===== config.mk =====
export PLATFORM = sky130hd
export DESIGN_NAME = fetch_unit
export DESIGN_NICKNAME = d
export VERILOG_FILES = /design/src/rtl/fetch_unit.sv
export SDC_FILE = /design/constraint.sdc
export NUM_CORES = 1
export LEC_CHECK = 0
export BUFFER_PORTS_ARGS = -buffer_cell sky130_fd_sc_hd__buf_2
export CORE_UTILIZATION = 45
export DETAILED_ROUTE_END_ITERATION = 8
export PLACE_DENSITY = 0.67
export SLEW_MARGIN = 40
export SYNTH_ARGS = -nofsm -noshare
export SYNTH_HDL_FRONTEND = slang
export SYNTH_SLANG_ARGS = --single-unit
export TNS_END_PERCENT = 50

===== constraint.sdc =====
create_clock -name clk -period 14.6 [get_ports clk]
set_input_delay 0.73 -clock clk [delete_from_list [all_inputs] [get_ports clk]]
set_output_delay 0.73 -clock clk [all_outputs]
set_load 0.01 [all_outputs]

===== src/rtl/fetch_unit.sv =====
// fetch_unit: owns the PC, issues in-order word fetches to instruction memory and
// buffers returned {pc, word} pairs for decode; redirects flush and mark in-flight fetches stale.
module fetch_unit #(
    parameter logic [31:0] RESET_PC = 32'h0000_0000,
    parameter int          DEPTH    = 2
) (
    input  logic        clk,
    input  logic        rst,
    output logic        imem_req_valid,
    input  logic        imem_req_ready,
    output logic [31:0] imem_req_addr,
    input  logic        imem_resp_valid,
    input  logic [31:0] imem_resp_data,
    input  logic        redirect_valid,
    input  logic [31:0] redirect_pc,
    output logic        inst_valid,
    input  logic        inst_ready,
    output logic [31:0] inst,
    output logic [31:0] inst_pc
);
    localparam int            AW   = (DEPTH > 1) ? $clog2(DEPTH) : 1;
    localparam int            CW   = $clog2(DEPTH + 1);
    localparam logic [CW:0]   LIM  = (CW + 1)'(DEPTH);
    localparam logic [AW-1:0] LAST = AW'(DEPTH - 1);

    logic [31:0]   r_fetch_pc;
    logic [31:0]   r_resp_pc;
    logic [31:0]   r_pc_q   [DEPTH];
    logic [31:0]   r_word_q [DEPTH];
    logic [AW-1:0] r_head;
    logic [AW-1:0] r_tail;
    logic [CW-1:0] r_count;
    logic [CW-1:0] r_out;
    logic [CW-1:0] r_drop;
    logic          w_acc;
    logic          w_push;
    logic          w_pop;
    logic [31:0]   w_target;

    // credit covers both buffered and in-flight words, so a response always has a free slot
    assign w_target       = redirect_pc & ~32'h3;
    assign imem_req_valid = !rst && !redirect_valid && (({1'b0, r_count} + {1'b0, r_out}) < LIM);
    assign imem_req_addr  = r_fetch_pc;
    assign w_acc          = imem_req_valid && imem_req_ready;
    assign w_push         = imem_resp_valid && !redirect_valid && (r_drop == '0);
    assign inst_valid     = (r_count != '0);
    assign w_pop          = inst_valid && inst_ready && !redirect_valid;
    assign inst           = r_word_q[r_head];
    assign inst_pc        = r_pc_q[r_head];

    always_ff @(posedge clk or posedge rst) begin
        if (rst) begin
            r_fetch_pc <= RESET_PC;
            r_resp_pc  <= RESET_PC;
            r_head     <= '0;
            r_tail     <= '0;
            r_count    <= '0;
            r_out      <= '0;
            r_drop     <= '0;
            for (int i = 0; i < DEPTH; i++) begin
                r_pc_q[i]   <= '0;
                r_word_q[i] <= '0;
            end
        end else begin
            r_out <= r_out + CW'(w_acc) - CW'(imem_resp_valid);
            if (redirect_valid) begin
                // every fetch still in flight after this cycle belongs to the old path
                r_fetch_pc <= w_target;
                r_resp_pc  <= w_target;
                r_head     <= '0;
                r_tail     <= '0;
                r_count    <= '0;
                r_drop     <= r_out - CW'(imem_resp_valid);
            end else begin
                if (w_acc) r_fetch_pc <= r_fetch_pc + 32'd4;
                if (w_push) begin
                    r_pc_q[r_tail]   <= r_resp_pc;
                    r_word_q[r_tail] <= imem_resp_data;
                    r_tail           <= (r_tail == LAST) ? '0 : r_tail + 1'b1;
                    r_resp_pc        <= r_resp_pc + 32'd4;
                end
                if (w_pop) r_head <= (r_head == LAST) ? '0 : r_head + 1'b1;
                if (imem_resp_valid && r_drop != '0) r_drop <= r_drop - 1'b1;
                r_count <= r_count + CW'(w_push) - CW'(w_pop);
            end
        end
    end
endmodule


# Word level (Yosys, flattened, before mapping)
# Index checks and enable logic that the tools add are counted.
# classes
bitwise_logic	3
add_sub_neg	11
n_lt_le_gt_ge	4
n_mux	23
reduce_logical	19
# ops
cell	count
32-bit two-way mux	11
64-bit bitwise mux	2
32-bit by 3-bit adder with 32-bit output, second input constant	2
32-bit demux with 1-bit select	1
2-bit nonzero test	6
1-bit logical AND	9
1-bit two-way mux	6
2-bit two-way mux	3
2-bit by 1-bit subtractor with 2-bit output	3
2-bit by 1-bit adder with 2-bit output	2
2-bit greater-or-equal comparator, second input constant	2
1-bit NOT with 2-bit output	2
2-bit by 2-bit adder with 3-bit output	1
3-bit by 2-bit < comparator with 1-bit output, second input constant	1
1-bit adder, second input constant	2
1-bit logical NOT	2
2-bit logical NOT	1
2-bit by 1-bit < comparator with 1-bit output, second input constant	1
2-bit AND reduction	1
2-bit by 1-bit subtractor with 2-bit output, second input constant	1
1-bit NOT	1
# totals
out_inout_bits	98
reg_bits	200
input_bits	70
wordCells	71

# Longest topological paths before layout
# Gate-level depths: netlist of run 1.
# depth
depth_word	6
mapped_depth	11
depth_no_buf	10

# Worst setup path after synthesis of run 1
# OpenSTA, ideal clock, no wires.
# synth_path
kind	register to register
from	register r_out[0]
to	register r_out[1]
slack_ns	11.603
path_stages_with_launch	12
t_required_ns	14.477
t_arrival_ns	2.875
n_path_buf	1
cell_sequence	dfrtp_1 -> and2_1 -> fa_1 -> or4b_1 -> buf_2 -> nor2_1 -> clkinv_1 -> ha_1 -> inv_1 -> ha_1 -> xnor2_1 -> xnor2_1
# synth_between
elab_chain_len	6
# synth_rtl
item	line_no	text
from (decl)	33	logic [CW-1:0] r_out;
from (signal assigned)	65	r_out <= r_out + CW'(w_acc) - CW'(imem_resp_valid);
2-bit by 2-bit adder with 3-bit output	42	assign imem_req_valid = !rst && !redirect_valid && (({1'b0, r_count} + {1'b0, r_out}) < LIM);
3-bit by 2-bit < comparator with 1-bit output	42	
1-bit logical AND	42	
1-bit logical AND	44	assign w_acc = imem_req_valid && imem_req_ready;
2-bit by 1-bit adder with 2-bit output (*)	65	
2-bit by 1-bit subtractor with 2-bit output (*)	65	
# Mark *: on every way between the ends. The rest lies on a longest branch, timed or not.
# A chain may end at the register's enable or synchronous reset.

# Final worst setup path of run 1
# Same ends and word-level chain as after synthesis.

==> out/summary.json, run 1 <==
{
  "status": "finished, final reports clean",
  "met2_use_gr_pct": 31.1,
  "pwr_density_cell_nw_per_um2": 169,
  "fp-row-count": 51,
  "viasPerCell": 5.37,
  "critical_path.endpoint_type": "register",
  "antenna_cells": 0,
  "initial_antenna_violation_count": 0,
  "routing_usage_on_met1_pct": 28.0,
  "number_of_design_rule_violations_left_by_the_first_detailed_router_iteration": 311,
  "grt_first_pass_wirelength_mm": 32.3,
  "via_count_of_the_first_global_routing_pass": 6165,
  "worst_ep_arrival_time_ns": 3.90,
  "drcViolationCount": 0,
  "crit_path_max_fanout": 10,
  "worstPathRequired_ns": 14.95,
  "worst_pin_slew_ns": 0.733,
  "finalInstanceArea_um2": 10800,
  "placed_cell_area_um2": 10300,
  "tritoncts": "built",
  "final.min_clock_period_ns": 3.55,
  "crit-reg2reg-launch": "r_out[0]",
  "finalSetupTns_ns": 0,
  "ios": 168,
  "layout_stage_area_growth_over_the_synthesis_result_pct": 18.4,
  "tritoncts.num_buffers": 17,
  "hold_path.class": "in2async",
  "numPlacedInstances": 1131,
  "floorplan.initialDensity_pct": 46.4,
  "stdcell_count": 1163,
  "slew_headroom_pct": 50.7,
  "postSynthRegisterBits": 192,
  "synth_cell_type_count": 41,
  "global_route.usage.total_pct": 20.3,
  "place.gp.congestion": 0.838,
  "crit-reg2reg-capture": "r_out[1]",
  "number_of_search_and_repair_iterations_in_the_first_detailed_routing_pass": 4,
  "path_clk_slew_ns": 0.07,
  "cts_hold_buffers": 0,
  "grt_busiest_layer": "met2",
  "nNetsFinal": 964,
  "cts.repair.resized": 0,
  "worstSetupPathType": "reg2reg",
  "worstSkewPairLatency_ns": 0.43,
  "post-route-period-util_pct": 24.3,
  "synthesis.area_per_instance_um2": 12.5,
  "numClockSinks": 192,
  "grt_start_max_net_pins": 110,
  "die_w_um": 145,
  "mostFrequentLayoutCells": "sky130_fd_sc_hd__mux2_2, sky130_fd_sc_hd__dfrtp_1, sky130_fd_sc_hd__buf_2, sky130_fd_sc_hd__nand2_1, sky130_fd_sc_hd__xnor2_1",
  "cts_setup_buffers": 0,
  "timing.max_cap.violations": 0,
  "finalMaxSlewViolations": 0,
  "mostFrequentLayoutCell": "sky130_fd_sc_hd__mux2_2",
  "die_height_um": 145,
  "rsz0062_at_grt": "false",
  "power.static_leakage_nw": 4.91,
  "overflow": 0,
  "ir_worst_vdd_uv": 85.3,
  "critPathLaunchType": "register",
  "ys.warnings.count": 0,
  "cts_htree_levels": 4,
  "design.core.area_um2": 19700,
  "max-clock-path-buffers": 2,
  "max_freq_ghz": 0.282,
  "setup_slack_of_the_most_critical_reg_to_reg_path_ns": 11.05,
  "timing.final.setup_violations": 0,
  "routed-via-count": 6243,
  "portBuffers": 161,
  "finalHoldViolations": 0,
  "synth_area_um2": 9150,
  "worst_r2r_path_depth": 10,
  "final_antenna_net_count": 0,
  "post_route_cells_drive_above_1_share_pct": 46.1,
  "ys_seq_area_share_pct": 52.5,
  "cts_root_buf": "sky130_fd_sc_hd__clkbuf_16",
  "die_area_um2": 20900,
  "drt-total-wl_mm": 20.2,
  "dp_hpwl_mm": 13.8,
  "number_of_cells_produced_by_synthesis": 732,
  "detail_route.wl_per_cell_um": 17.4,
  "fin_ws_ns": 11.05,
  "worst_clk_skew_ns": 0.0139,
  "grtUsageMet3_pct": 5.13,
  "placement.setup.worst_slack_ns": 11.06
}
-- worst max-delay path, stage by stage (launching register included) --
cell and delay (ns):
sky130_fd_sc_hd__dfrtp_1 0.40, sky130_fd_sc_hd__and2_1 0.17, sky130_fd_sc_hd__fa_1 0.48, sky130_fd_sc_hd__or4b_1 0.77, sky130_fd_sc_hd__nor2_1 0.36, sky130_fd_sc_hd__clkinv_1 0.36
sky130_fd_sc_hd__ha_1 0.39, sky130_fd_sc_hd__inv_1 0.04, sky130_fd_sc_hd__ha_1 0.17, sky130_fd_sc_hd__xnor2_1 0.18, sky130_fd_sc_hd__xnor2_1 0.14
-- report_power, final --
| group | switching [mW] | internal (mW) |
|---|---|---|
| clock | 0.200 | 0.250 |
| sequential | 0.0995 | 0.702 |
| combinational | 0.252 | 0.321 |
| total | 0.552 | 1.27 |
-- synthesized netlist by cell type, drive strengths merged --
cell | instances | area, µm²
mux2 | 206 | 2320
dfrtp | 192 | 4800
nand2 | 42 | 158
xnor2 | 32 | 280
clkbuf | 30 | 113
xor2 | 23 | 201
nand3 | 22 | 110
nand4 | 21 | 131
o21ai | 21 | 105
nor2 | 19 | 78.8
inv | 12 | 45.0
and3 | 10 | 62.6
nor3 | 10 | 50.1
buf | 9 | 51.3
o211ai | 9 | 67.6
ha | 8 | 100
nor4 | 8 | 56.3
a21oi | 6 | 30.0
and2 | 6 | 37.5
or3 | 6 | 37.5
and4 | 5 | 43.8
o311ai | 5 | 43.8
or2 | 5 | 31.3
a21boi | 4 | 30.0
a31oi | 4 | 25.0
nand2b | 4 | 25.0
clkinv | 2 | 7.51
nor4b | 2 | 17.5
or4b | 2 | 20.0
a211oi | 1 | 7.51
a21o | 1 | 7.51
conb | 1 | 3.75
fa | 1 | 20.0
mux2i | 1 | 10.0
nor2b | 1 | 6.26
or4 | 1 | 7.51
-- layer usage --
layer / vias to the layer above / part of all wire (%)
li1: 2935 / -
met1: 3076 / 47
met2: 208 / 45
met3: 24 / 6.5
met4: 0 / 1.5
met5: - / 0
-- metrics by stage --
| step | total power, mW | utilization (%) | hold slack, ns |
|---|---|---|---|
| final | 1.83 | 54.9 | 0.344 |
| after global routing | 1.95 | 54.9 | 0.407 |
| after CTS | 1.85 | 54.9 | 0.490 |
| after detailed placement | 1.39 | 52.0 | 0.483 |
| after global placement | 1.37 | 51.8 | 0.464 |
| after floorplan | 1.19 | - | 0.444 |
-- state kept, by name, indices dropped and copies added, names as in the netlist --
name and flops:
r_pc_q 60, r_out 2, r_tail 1, r_head 1, r_resp_pc 30, r_count 2, imem_req_addr 30, r_drop 2
r_word_q 64
-- final cells by class --
| class | instances | area (µm²) |
|---|---|---|
| clock buffers | 25 | 485 |
| fillers | 1700 | 8880 |
| multi-input cells | 490 | 4160 |
| clock inverters | 7 | 77.6 |
| inverters | 14 | 65.1 |
| repair buffers | 170 | 905 |
| flip-flops and latches | 192 | 4810 |
| well taps | 265 | 332 |
-- cell families (layout without fill, tap and decap cells) --
family / count (synthesis) / after routing / synth area share (%)
XOR/XNOR: 55 / 55 / 5.27
AND/OR/NAND/NOR: 164 / 164 / 9.55
other: 1 / 4 / 0.0410
buffers and inverters: 53 / 216 / 2.37
flip-flops: 192 / 192 / 52.5
adder cells (fa/ha/maj): 9 / 9 / 1.31
multiplexers: 207 / 207 / 25.5
AO/OA/AOI/OAI: 51 / 51 / 3.46
-- worst max path at each step --
stage / startpoint / end / slack (ns)
3_5_place_dp: r_out[0] / r_out[1] / 11.06
5_1_grt: r_out[0] / r_out[1] / 10.81
6_report: r_out[0] / r_out[1] / 11.05
2_1_floorplan: rst / imem_req_addr[10] / 8.64
3_3_place_gp: r_out[0] / r_out[1] / 11.11
4_1_cts: r_out[0] / r_out[1] / 11.03
Note: power is estimated with default switching activity, not from simulation.
==> inputs of run 2 (changes only) <==
- PLACE_DENSITY: 0.67 -> 0.69
- clock period: 14.6 -> 3 ns (I/O delays scaled with it)
==> out/summary.json, run 2 (synthesis gave the netlist of run 1 again) <==
{
  "status": {"value": "finished, final reports clean", "change": "unchanged"},
  "path_clk_slew": {"value": 0.07, "unit": "ns", "change": "about the same"},
  "pwr_density_cell": {"value": 801, "unit": "nW/µm²", "change": "was 169 nW/µm²"},
  "launch_point_of_the_worst_path": {"value": "r_out[0]", "change": "unchanged"},
  "die_w": {"value": 145, "unit": "µm", "change": "unchanged"},
  "layout.core_utilization": {"value": 58.4, "unit": "%", "change": "was 54.9%"},
  "worstSetupPathType": {"value": "reg2reg", "change": "unchanged"},
  "ir_worst_vdd": {"value": 380, "unit": "µV", "change": "was 85.3 µV"},
  "p_total": {"value": 9.23, "unit": "mW", "change": "was 1.83 mW"},
  "nNetsFinal": {"value": 1026, "change": "was 964"},
  "power.static_leakage": {"value": 5.23, "unit": "nW", "change": "was 4.91 nW"},
  "grtUsageMet3": {"value": 4.57, "unit": "%", "change": "was 5.13%"},
  "die_height": {"value": 145, "unit": "µm", "change": "unchanged"},
  "final.min_clock_period": {"value": 2.85, "unit": "ns", "change": "was 3.55 ns"},
  "tritoncts": {"value": "built", "change": "unchanged"},
  "post_route_cells_drive_above_1_share": {"value": 44.7, "unit": "%", "change": "was 46.1%"},
  "die_area": {"value": 20900, "unit": "µm²", "change": "unchanged"},
  "placed_cell_area": {"value": 10400, "unit": "µm²", "change": "was 10300 µm²"},
  "initial_antenna_violation_count": {"value": 0, "change": "unchanged"},
  "setup_slack_of_the_most_critical_reg_to_reg_path": {"value": 0.15, "unit": "ns", "change": "was 11.05 ns"},
  "viasPerCell": {"value": 5.29, "change": "was 5.37"},
  "design.core.area": {"value": 19700, "unit": "µm²", "change": "unchanged"},
  "worst_ep_arrival_time": {"value": 3.18, "unit": "ns", "change": "was 3.90 ns"},
  "tritoncts.num_buffers": {"value": 17, "change": "unchanged"},
  "routing_usage_on_met1": {"value": 29.1, "unit": "%", "change": "was 28.0%"},
  "max_freq": {"value": 0.350, "unit": "GHz", "change": "was 0.282 GHz"},
  "grt_first_pass_wirelength": {"value": 34.1, "unit": "mm", "change": "was 32.3 mm"},
  "worst_clk_skew": {"value": 0.0115, "unit": "ns", "change": "was 0.0139 ns"},
  "slew_headroom": {"value": 53.1, "unit": "%", "change": "was 50.7%"},
  "numClockSinks": {"value": 192, "change": "unchanged"},
  "drcViolationCount": {"value": 0, "change": "unchanged"},
  "cts_root_buf": {"value": "sky130_fd_sc_hd__clkbuf_16", "change": "unchanged"},
  "worst_setup_path_endpoint": {"value": "imem_req_addr[18]", "change": "was r_out[1]"},
  "detail_route.wl_per_cell": {"value": 17.6, "unit": "µm", "change": "was 17.4 µm"},
  "largest_register_ff_count": {"value": 64, "change": "unchanged"},
  "post-route-period-util": {"value": 95.1, "unit": "%", "change": "was 24.3%"},
  "final_antenna_net_count": {"value": 0, "change": "unchanged"},
  "critPathLaunchType": {"value": "register", "change": "unchanged"},
  "cts_htree_levels": {"value": 4, "change": "unchanged"},
  "max-clock-path-buffers": {"value": 2, "change": "unchanged"},
  "dp_hpwl": {"value": 14.6, "unit": "mm", "change": "was 13.8 mm"},
  "drt-total-wl": {"value": 21.6, "unit": "mm", "change": "was 20.2 mm"},
  "finalSetupTns": {"value": 0, "unit": "ns", "change": "unchanged"},
  "crit-reg2reg-launch": {"value": "r_out[0]", "change": "unchanged"},
  "reg_top3": {"value": "r_word_q x64, r_pc_q x60", "change": "unchanged"},
  "finalInstanceArea": {"value": 11500, "unit": "µm²", "change": "was 10800 µm²"},
  "hold_path.class": {"value": "in2reg", "change": "was in2async"},
  "place.gp.congestion": {"value": 0.838, "change": "about the same"},
  "overflow": {"value": 0, "change": "unchanged"},
  "mostFrequentLayoutCells": {"value": "sky130_fd_sc_hd__mux2_2, sky130_fd_sc_hd__dfrtp_1, sky130_fd_sc_hd__buf_2, sky130_fd_sc_hd__dlygate4sd3_1, sky130_fd_sc_hd__nand2_1", "change": "was sky130_fd_sc_hd__mux2_2, sky130_fd_sc_hd__dfrtp_1, sky130_fd_sc_hd__buf_2, sky130_fd_sc_hd__nand2_1, sky130_fd_sc_hd__xnor2_1"},
  "number_of_design_rule_violations_left_by_the_first_detailed_router_iteration": {"value": 254, "change": "was 311"},
  "worst_pin_slew": {"value": 0.703, "unit": "ns", "change": "was 0.733 ns"},
  "fp-row-count": {"value": 51, "change": "unchanged"},
  "crit_path_max_fanout": {"value": 7, "change": "was 10"},
  "global_route.usage.total": {"value": 21.5, "unit": "%", "change": "was 20.3%"},
  "finalMaxSlewViolations": {"value": 0, "change": "unchanged"},
  "timing.max_cap.violations": {"value": 0, "change": "unchanged"},
  "number_of_search_and_repair_iterations_in_the_first_detailed_routing_pass": {"value": 5, "change": "was 4"},
  "antenna_cells": {"value": 0, "change": "unchanged"},
  "worstSkewPairLatency": {"value": 0.43, "unit": "ns", "change": "about the same"},
  "grt_busiest_layer": {"value": "met2", "change": "unchanged"},
  "timing.final.setup_violations": {"value": 0, "change": "unchanged"},
  "via_count_of_the_first_global_routing_pass": {"value": 6566, "change": "was 6165"},
  "mostFrequentLayoutCell": {"value": "sky130_fd_sc_hd__mux2_2", "change": "unchanged"},
  "routed-via-count": {"value": 6482, "change": "was 6243"},
  "worstPathRequired": {"value": 3.32, "unit": "ns", "change": "was 14.95 ns"},
  "critical_path.endpoint_type": {"value": "register", "change": "unchanged"},
  "cts_setup_buffers": {"value": 0, "change": "unchanged"},
  "layout_stage_area_growth_over_the_synthesis_result": {"value": 26.0, "unit": "%", "change": "was 18.4%"},
  "finalHoldViolations": {"value": 0, "change": "unchanged"},
  "worst_r2r_path_depth": {"value": 9, "change": "was 10"},
  "regMostFlops": {"value": "r_word_q", "change": "unchanged"},
  "ios": {"value": 168, "change": "unchanged"},
  "crit-reg2reg-capture": {"value": "imem_req_addr[18]", "change": "was r_out[1]"},
  "grt_start_max_net_pins": {"value": 90, "change": "was 110"},
  "floorplan.initialDensity": {"value": 46.4, "unit": "%", "change": "unchanged"},
  "portBuffers": {"value": 161, "change": "unchanged"},
  "met2_use_gr": {"value": 34.4, "unit": "%", "change": "was 31.1%"}
}
[run 2: timing repair]
action	CTS	global route
setup endpoints to repair	0	8
hold buffers	51	0
resized for setup	0	3
endpoints found under the hold margin	124	0
[run 2: area by class of cell]
class	count	area [µm²]
inverters	14	56.3
clock buffers	19	443
well taps	265	332
clock inverters	13	184
flip-flops and latches	192	4810
repair buffers	232	1530
fillers	1646	8200
multi-input cells	490	4170
[run 2: worst min path at each step]
stage          slack [ns]  cells past startpoint            start                end
2_1_floorplan        0.27                      2   redirect_pc[7]   imem_req_addr[7]
3_3_place_gp         0.31                      2              rst       r_resp_pc[2]
3_5_place_dp         0.31                      2              rst       r_resp_pc[2]
4_1_cts             0.006                      3  redirect_pc[15]      r_resp_pc[15]
5_1_grt              0.03                      3  redirect_pc[15]      r_resp_pc[15]
6_report             0.03                      3  redirect_pc[15]  imem_req_addr[15]
[run 2: critical path: stages (launching register included)]
cell and delay [ns]:
sky130_fd_sc_hd__dfrtp_1 0.39, sky130_fd_sc_hd__and2_1 0.17, sky130_fd_sc_hd__fa_1 0.45, sky130_fd_sc_hd__or4b_4 0.54
sky130_fd_sc_hd__buf_4 0.19, sky130_fd_sc_hd__nor4_4 0.28, sky130_fd_sc_hd__buf_6 0.17, sky130_fd_sc_hd__nand4_1 0.12
sky130_fd_sc_hd__xnor2_1 0.17, sky130_fd_sc_hd__mux2_2 0.26
[run 2: layer usage]
| layer | share of wire (%) | wire length (µm) |
|---|---|---|
| met1 | 46 | 9950 |
| met2 | 46 | 9960 |
| met3 | 6.2 | 1340 |
| met4 | 1.5 | 328 |
| met5 | 0 | 0 |
[run 2: report_power, final]
part | internal (mW) | switching [mW] | total, mW
clock network | 1.42 | 0.991 | 2.41
registers | 3.42 | 0.510 | 3.93
logic | 1.64 | 1.24 | 2.89
[run 2: metrics by stage]
step,hold slack (ns),cells,setup WS (ns)
floorplan,0.273,735,0.00276
global placement,0.312,1142,0.0939
detailed placement,0.310,1142,0.0334
CTS,0.00645,1225,0.00817
global route,0.0311,1225,-0.00356
finish,0.0256,1225,0.147
